**src/rtl/stage4_vmem_sequencer_if.sv**
```systemverilog
// Execute <-> vector memory sequencer <-> data bus signal bundle.
// master: execute/bus environment side; slave: the sequencer.
interface stage4_vmem_sequencer_if #(
  parameter int unsigned MAX_VL = 32,
  parameter int unsigned IW     = $clog2(MAX_VL)
);
  logic          flush;
  logic          req_valid;
  logic          req_ready;
  logic          req_load;
  logic [31:0]   req_base;
  logic [31:0]   req_stride;
  logic [IW:0]   req_vl;
  logic [1:0]    req_sew;
  logic [4:0]    req_vd;
  logic [IW-1:0] st_idx;
  logic [31:0]   st_data;

  logic          dbus_ren;
  logic          dbus_wen;
  logic [31:0]   dbus_addr;
  logic [31:0]   dbus_wdata;
  logic [3:0]    dbus_byte_en;
  logic          dbus_busy;
  logic [31:0]   dbus_rdata;

  logic          vwb_wen;
  logic [4:0]    vwb_vd;
  logic [IW-1:0] vwb_eidx;
  logic [31:0]   vwb_data;

  logic          done;
  logic          fault;
  logic [IW-1:0] fault_eidx;

  modport master (
    output flush, req_valid, req_load, req_base, req_stride, req_vl, req_sew, req_vd, st_data,
           dbus_busy, dbus_rdata,
    input  req_ready, st_idx, dbus_ren, dbus_wen, dbus_addr, dbus_wdata, dbus_byte_en,
           vwb_wen, vwb_vd, vwb_eidx, vwb_data, done, fault, fault_eidx
  );

  modport slave (
    input  flush, req_valid, req_load, req_base, req_stride, req_vl, req_sew, req_vd, st_data,
           dbus_busy, dbus_rdata,
    output req_ready, st_idx, dbus_ren, dbus_wen, dbus_addr, dbus_wdata, dbus_byte_en,
           vwb_wen, vwb_vd, vwb_eidx, vwb_data, done, fault, fault_eidx
  );
endinterface

```
**src/rtl/stage4_vmem_sequencer.sv**
```systemverilog
// Memory-stage vector load/store sequencer: splits a strided op into per-element bus accesses.
// Optional STAGE4_VMEM_PERF_EN adds perf_elems / perf_wait counters.
module stage4_vmem_sequencer #(
  parameter int unsigned MAX_VL = 32,
  parameter int unsigned WORD_W = 32
) (
  input  logic                   clk,
  input  logic                   rst,
  stage4_vmem_sequencer_if.slave bus
`ifdef STAGE4_VMEM_PERF_EN
  ,
  output logic [31:0]            perf_elems,
  output logic [31:0]            perf_wait
`endif
);
  localparam int unsigned IW = $clog2(MAX_VL);

  typedef enum logic [1:0] {StIdle, StAccess, StDone, StFault} state_e;

  state_e              state_q, state_d;
  logic                load_q;
  logic [31:0]         addr_q;
  logic [31:0]         stride_q;
  logic [IW:0]         vl_q;
  logic [1:0]          sew_q;
  logic [4:0]          vd_q;
  logic [IW-1:0]       idx_q;

  logic                vwb_wen_q;
  logic [4:0]          vwb_vd_q;
  logic [IW-1:0]       vwb_eidx_q;
  logic [WORD_W-1:0]   vwb_data_q;

  logic [1:0]          off;
  logic                misaligned;
  logic                access_ok;
  logic                complete;
  logic                last_elem;
  logic                accept;
  logic [IW:0]         vl_last;
  logic [3:0]          base_en;
  logic [WORD_W-1:0]   wdata;
  logic [WORD_W-1:0]   shifted;
  logic [WORD_W-1:0]   load_elem;

  assign off       = addr_q[1:0];
  assign vl_last   = vl_q - {{IW{1'b0}}, 1'b1};
  assign last_elem = ({1'b0, idx_q} == vl_last);
  assign accept    = (state_q == StIdle) && bus.req_valid && !bus.flush;
  // Misaligned elements never strobe the bus; flush gates strobes combinationally.
  assign access_ok = (state_q == StAccess) && !misaligned && !bus.flush;
  assign complete  = access_ok && !bus.dbus_busy;

  always_comb begin
    case (sew_q)
      2'b00:   misaligned = 1'b0;
      2'b01:   misaligned = off[0];
      2'b10:   misaligned = (off != 2'b00);
      default: misaligned = 1'b1;
    endcase
  end

  always_comb begin
    base_en   = 4'b1111;
    wdata     = bus.st_data;
    shifted   = bus.dbus_rdata >> {off, 3'b000};
    load_elem = shifted;
    case (sew_q)
      2'b00: begin
        base_en   = 4'b0001;
        wdata     = {4{bus.st_data[7:0]}};
        load_elem = {{(WORD_W-8){1'b0}}, shifted[7:0]};
      end
      2'b01: begin
        base_en   = 4'b0011;
        wdata     = {2{bus.st_data[15:0]}};
        load_elem = {{(WORD_W-16){1'b0}}, shifted[15:0]};
      end
      default: ;
    endcase
  end

  always_comb begin
    state_d = state_q;
    case (state_q)
      StIdle: begin
        if (accept) state_d = (bus.req_vl == '0) ? StDone : StAccess;
      end
      StAccess: begin
        if (misaligned)                state_d = StFault;
        else if (complete && last_elem) state_d = StDone;
      end
      StDone:  state_d = StIdle;
      StFault: state_d = StIdle;
      default: state_d = StIdle;
    endcase
    if (bus.flush) state_d = StIdle;
  end

  always_ff @(posedge clk or posedge rst) begin
    if (rst) state_q <= StIdle;
    else     state_q <= state_d;
  end

  always_ff @(posedge clk or posedge rst) begin
    if (rst) begin
      load_q     <= 1'b0;
      addr_q     <= '0;
      stride_q   <= '0;
      vl_q       <= '0;
      sew_q      <= '0;
      vd_q       <= '0;
      idx_q      <= '0;
      vwb_wen_q  <= 1'b0;
      vwb_vd_q   <= '0;
      vwb_eidx_q <= '0;
      vwb_data_q <= '0;
    end else begin
      if (accept) begin
        load_q   <= bus.req_load;
        addr_q   <= bus.req_base;
        stride_q <= bus.req_stride;
        vl_q     <= bus.req_vl;
        sew_q    <= bus.req_sew;
        vd_q     <= bus.req_vd;
        idx_q    <= '0;
      end else if (complete && !last_elem) begin
        idx_q  <= idx_q + IW'(1);
        addr_q <= addr_q + stride_q;
      end
      vwb_wen_q <= complete && load_q;
      if (complete && load_q) begin
        vwb_vd_q   <= vd_q;
        vwb_eidx_q <= idx_q;
        vwb_data_q <= load_elem;
      end
    end
  end

  assign bus.req_ready    = (state_q == StIdle);
  assign bus.st_idx       = idx_q;
  assign bus.dbus_ren     = access_ok && load_q;
  assign bus.dbus_wen     = access_ok && !load_q;
  assign bus.dbus_addr    = {addr_q[31:2], 2'b00};
  assign bus.dbus_wdata   = wdata;
  assign bus.dbus_byte_en = base_en << off;
  // A flush also swallows a writeback still waiting in the output register.
  assign bus.vwb_wen      = vwb_wen_q && !bus.flush;
  assign bus.vwb_vd       = vwb_vd_q;
  assign bus.vwb_eidx     = vwb_eidx_q;
  assign bus.vwb_data     = vwb_data_q;
  assign bus.done         = (state_q == StDone) && !bus.flush;
  assign bus.fault        = (state_q == StFault) && !bus.flush;
  assign bus.fault_eidx   = bus.fault ? idx_q : '0;

`ifdef STAGE4_VMEM_PERF_EN
  always_ff @(posedge clk or posedge rst) begin
    if (rst) begin
      perf_elems <= '0;
      perf_wait  <= '0;
    end else begin
      if (complete)                  perf_elems <= perf_elems + 32'd1;
      if (access_ok && bus.dbus_busy) perf_wait  <= perf_wait + 32'd1;
    end
  end
`endif
endmodule
```
**src/flat_wrapper.sv**
```systemverilog
// flat-port wrapper written by rule: the top's interface ports become plain ports
module stage4_vmem_sequencer_flat 
#(
  parameter int unsigned MAX_VL = 32,
  parameter int unsigned WORD_W = 32
)
  (clk, rst, bus_flush, bus_req_valid, bus_req_load, bus_req_base, bus_req_stride, bus_req_vl, bus_req_sew, bus_req_vd, bus_st_data, bus_dbus_busy, bus_dbus_rdata, bus_req_ready, bus_st_idx, bus_dbus_ren, bus_dbus_wen, bus_dbus_addr, bus_dbus_wdata, bus_dbus_byte_en, bus_vwb_wen, bus_vwb_vd, bus_vwb_eidx, bus_vwb_data, bus_done, bus_fault, bus_fault_eidx);
  stage4_vmem_sequencer_if #(.MAX_VL(MAX_VL)) bus_i ();
  input  logic clk;
  input  logic rst;
  input wire logic [$bits(bus_i.flush)-1:0] bus_flush;
  input wire logic [$bits(bus_i.req_valid)-1:0] bus_req_valid;
  input wire logic [$bits(bus_i.req_load)-1:0] bus_req_load;
  input wire logic [$bits(bus_i.req_base)-1:0] bus_req_base;
  input wire logic [$bits(bus_i.req_stride)-1:0] bus_req_stride;
  input wire logic [$bits(bus_i.req_vl)-1:0] bus_req_vl;
  input wire logic [$bits(bus_i.req_sew)-1:0] bus_req_sew;
  input wire logic [$bits(bus_i.req_vd)-1:0] bus_req_vd;
  input wire logic [$bits(bus_i.st_data)-1:0] bus_st_data;
  input wire logic [$bits(bus_i.dbus_busy)-1:0] bus_dbus_busy;
  input wire logic [$bits(bus_i.dbus_rdata)-1:0] bus_dbus_rdata;
  output wire logic [$bits(bus_i.req_ready)-1:0] bus_req_ready;
  output wire logic [$bits(bus_i.st_idx)-1:0] bus_st_idx;
  output wire logic [$bits(bus_i.dbus_ren)-1:0] bus_dbus_ren;
  output wire logic [$bits(bus_i.dbus_wen)-1:0] bus_dbus_wen;
  output wire logic [$bits(bus_i.dbus_addr)-1:0] bus_dbus_addr;
  output wire logic [$bits(bus_i.dbus_wdata)-1:0] bus_dbus_wdata;
  output wire logic [$bits(bus_i.dbus_byte_en)-1:0] bus_dbus_byte_en;
  output wire logic [$bits(bus_i.vwb_wen)-1:0] bus_vwb_wen;
  output wire logic [$bits(bus_i.vwb_vd)-1:0] bus_vwb_vd;
  output wire logic [$bits(bus_i.vwb_eidx)-1:0] bus_vwb_eidx;
  output wire logic [$bits(bus_i.vwb_data)-1:0] bus_vwb_data;
  output wire logic [$bits(bus_i.done)-1:0] bus_done;
  output wire logic [$bits(bus_i.fault)-1:0] bus_fault;
  output wire logic [$bits(bus_i.fault_eidx)-1:0] bus_fault_eidx;
  assign bus_i.flush = bus_flush;
  assign bus_i.req_valid = bus_req_valid;
  assign bus_i.req_load = bus_req_load;
  assign bus_i.req_base = bus_req_base;
  assign bus_i.req_stride = bus_req_stride;
  assign bus_i.req_vl = bus_req_vl;
  assign bus_i.req_sew = bus_req_sew;
  assign bus_i.req_vd = bus_req_vd;
  assign bus_i.st_data = bus_st_data;
  assign bus_i.dbus_busy = bus_dbus_busy;
  assign bus_i.dbus_rdata = bus_dbus_rdata;
  assign bus_req_ready = bus_i.req_ready;
  assign bus_st_idx = bus_i.st_idx;
  assign bus_dbus_ren = bus_i.dbus_ren;
  assign bus_dbus_wen = bus_i.dbus_wen;
  assign bus_dbus_addr = bus_i.dbus_addr;
  assign bus_dbus_wdata = bus_i.dbus_wdata;
  assign bus_dbus_byte_en = bus_i.dbus_byte_en;
  assign bus_vwb_wen = bus_i.vwb_wen;
  assign bus_vwb_vd = bus_i.vwb_vd;
  assign bus_vwb_eidx = bus_i.vwb_eidx;
  assign bus_vwb_data = bus_i.vwb_data;
  assign bus_done = bus_i.done;
  assign bus_fault = bus_i.fault;
  assign bus_fault_eidx = bus_i.fault_eidx;
  stage4_vmem_sequencer #(.MAX_VL(MAX_VL), .WORD_W(WORD_W)) u_core (.clk(clk), .rst(rst), .bus(bus_i));
endmodule
```
**config.mk**
```make
export PLATFORM = sky130hd
export DESIGN_NAME = stage4_vmem_sequencer_flat
export DESIGN_NICKNAME = d
export VERILOG_FILES = /design/src/rtl/stage4_vmem_sequencer_if.sv /design/src/rtl/stage4_vmem_sequencer.sv /design/src/flat_wrapper.sv
export SDC_FILE = /design/constraint.sdc
export NUM_CORES = 1
export LEC_CHECK = 0
export ABC_AREA = 1
export BUFFER_PORTS_ARGS = -buffer_cell sky130_fd_sc_hd__buf_2
export CELL_PAD_IN_SITES_DETAIL_PLACEMENT = 2
export CELL_PAD_IN_SITES_GLOBAL_PLACEMENT = 2
export CORE_ASPECT_RATIO = 1.75
export CORE_MARGIN = 2
export CORE_UTILIZATION = 30
export CTS_BUF_LIST = sky130_fd_sc_hd__clkbuf_16
export CTS_CLUSTER_DIAMETER = 50
export DETAILED_ROUTE_END_ITERATION = 12
export PLACE_DENSITY = 0.92
export SLEW_MARGIN = 20
export SYNTH_ARGS = -nofsm -noshare
export SYNTH_HDL_FRONTEND = slang
export SYNTH_SLANG_ARGS = --single-unit
```
**constraint.sdc**
```tcl
create_clock -name clk -period 6.6 [get_ports clk]
set_clock_uncertainty 0.15 [all_clocks]
set_input_delay 1.32 -clock clk [delete_from_list [all_inputs] [get_ports clk]]
set_output_delay 1.32 -clock clk [all_outputs]
set_load 0.02 [all_outputs]
```
==> impl_metrics.toml <==
[grt]
grt.overflow.total = 0
first_global_vias = 11300
gr-usage-all-layers = 0.252
antenna_found_initial = 8
use_met1 = 0.233
gr-usage-met3 = 0.0534
grt.busiest_layer = "met2"
use_met2 = 0.480
grt_max_degree = 71
grt_pass1_wl_mm = 61.6

[power_and_ir_drop]
p_per_area_nw_per_um2 = 575
leakagePower_nw = 6.38
p_int_mw = 2.94
p_clk_frac = 0.160
pwr-share-seq = 0.225
ir_drop_uv = 219
power.total_mw = 6.38
combPwrFrac = 0.614
switching_share = 0.539
p_sw_mw = 3.44

[logic_synthesis]
synth_top_cells_by_area = "dfrtp_1, nand2_1, inv_1"
synth_top_cell_by_area = "dfrtp_1"
synthDominantCellAreaShare = 0.350
yosysSeqAreaShare = 0.350
synth_area_um2 = 9160
ys_types = 47
yosys_register_bits = 128
ys_warn_count = 0
synth-main-ff-cell = "dfrtp_1"
avgSynthCellArea_um2 = 6.66
netlist_instances = 1375
synth_async_sr_flop_share = 1.00
synth_enable_flop_cells = 0

[cts]
cts_resized = 0
clock_sinks = 128
cts_setup_buffers = 0
cts_root_buffer = "clkbuf_16"
cts_buffer_depth = 2
cts_tree = "built"
cts_max_level = 4
path_clk_slew_ns = 0.06
insertion_delay_ns = 0.45
numCtsBuffers = 17
holdBufCountCts = 0

[job]
maxCapViolCount = 0

[worst_setup_path]
worstPathMaxFanout = 20
cp_top_family = "buffers and inverters"
worstPathCellList = "inv_4 > nand2_2 > inv_1 > nand2_1 > o211ai_1 > buf_2"
cp_data_arrival_time_ns = 2.71
crit_slowest_cell = "dfrtp_1"
cpPeakStageDelay_ns = 0.68
crit_type = "register to primary output"
endpoint_kind = "primary output"
path_buf_inv = 3
startpoint_type = "register"
cp.required_ns = 5.13

[sta]
fmax_mhz = 239
post-route-min-period_ns = 4.18
fin_ws_ns = 2.42
finalSetupViolations = 0
worstMarginPinSlew_ns = 0.941
fin_crit_sh = 0.633
fin_tns_setup_ns = 0
slew_violations = 0
whs_ns = 0.334
finalHoldViolCount = 0
slew_headroom = 0.366
rsz0062_at_grt = "no"

[outcome]
outcome = "finished, final reports clean"

[final_layout]
layout_common_cells = "nand2_1, buf_2, inv_1"
instances_no_fill = 1989
final_nets = 1767
nFillCells = 3751
regArea_um2 = 3200
layout-drive-gt1-share = 0.221
fin_util = 0.369
multi_input_area_um2 = 4720
syn_to_final_growth_pct = 21.2
design_area_um2 = 11100
final_common_cell = "nand2_1"

[placement]
numPortBuffers = 270
dp_cells = 1954
place_area_um2 = 10500
pre_cts_ws_ns = 2.84
dp_hpwl_mm = 30.6
gp_congestion = 0.903

[floorplan]
rows = 84
die_area_um2 = 32000
initial_core_util = 0.305
die_y_um = 235
chipWidth_um = 136
core_area_um2 = 30100
ioPinCount = 273

[worst_hold_path]
min_path_type = "register to register"

[drt]
drt_iter0_markers = 280
dr.pass1.iters = 4
vias_per_cell = 5.03
vias = 9996
antenna_left = 0
detail_route.wl_per_cell_um = 19.9
route.detailed.drc = 0
routed_wl_mm = 39.6
cell families after synthesis:
| family | Yosys count | share of synthesized area |
|---|---|---|
| flops | 128 | 0.350 |
| simple gates | 773 | 0.348 |
| fa+ha+maj | 34 | 0.0473 |
| buf+inv | 266 | 0.136 |
| other cells | 1 | 0.000409 |
| xor+xnor | 13 | 0.0124 |
| compound gates | 160 | 0.106 |
tightest hold or removal path, stage by stage, from the launching register on:
cell and delay (ns):
dfrtp_1 0.34, nand2_1 0.06, nand2_1 0.05
sequential cells by signal (all words and copies together), names as in the netlist:
name                 cells
u_core.bus.st_idx        5
u_core.sew_q             2
u_core.vd_q              5
u_core.state_q           2
u_core.vl_q              6
u_core.bus.vwb_vd        5
u_core.bus.vwb_data     32
u_core.addr_q           32
u_core.vwb_wen_q         1
u_core.stride_q         32
u_core.load_q            1
u_core.bus.vwb_eidx      5
power groups by stage:
stage	clock [mW]	combinational, mW	sequential [mW]
2_1_floorplan	0	2.66	1.43
3_3_place_gp	0	3.67	1.42
6_report	1.02	3.92	1.44
4_1_cts	1.04	3.97	1.44
5_1_grt	1.07	4.36	1.48
3_5_place_dp	0	3.87	1.44
cell type report:
| class | instances | area share |
|---|---|---|
| Tap cell | 387 | 0.0436 |
| Clock inverter | 15 | 0.0158 |
| Multi-Input combinational cell | 982 | 0.425 |
| Timing Repair Buffer | 276 | 0.126 |
| Antenna cell | 3 | 0.000676 |
| Sequential cell | 128 | 0.288 |
| Clock buffer | 17 | 0.0383 |
| Inverter | 181 | 0.0623 |
Yosys cell counts (all sizes together) (3+ instances only):
cell / number
o211ai: 15
clkbuf: 17
nand4: 3
inv: 181
nand3b: 5
nand2: 563
xor2: 7
xnor2: 6
o21bai: 4
nor3: 13
dfrtp: 128
ha: 33
or2: 4
buf: 68
a211oi: 8
o41ai: 6
nand3: 74
o22ai: 4
a21oi: 27
o31ai: 9
nor2: 105
o21ai: 87
path summary, 6_finish.rpt:
check                                        from                      to  slack, ns  cells after the start
max                               u_core.sew_q[1]      bus_dbus_wdata[25]       2.42                      6
min                        u_core.bus.vwb_data[2]  u_core.bus.vwb_data[2]       0.33                      2
max reg2reg                       u_core.sew_q[1]  u_core.bus.vwb_data[7]       3.28                     10
min reg2reg                u_core.bus.vwb_data[2]  u_core.bus.vwb_data[2]       0.33                      2
max in group asynchronous                     rst    u_core.bus.st_idx[4]       4.20                      3
min in group asynchronous                     rst  u_core.bus.vwb_data[4]       0.81                      2
routing by layer:
layer	routed length [um]	share of wire	vias up
met1	13200	0.33	4890
met4	2710	0.068	10
met5	66	0.0017	-
met2	22000	0.55	285
met3	1670	0.042	128
li1	-	-	4683
Power figures use the tool's default switching activity.
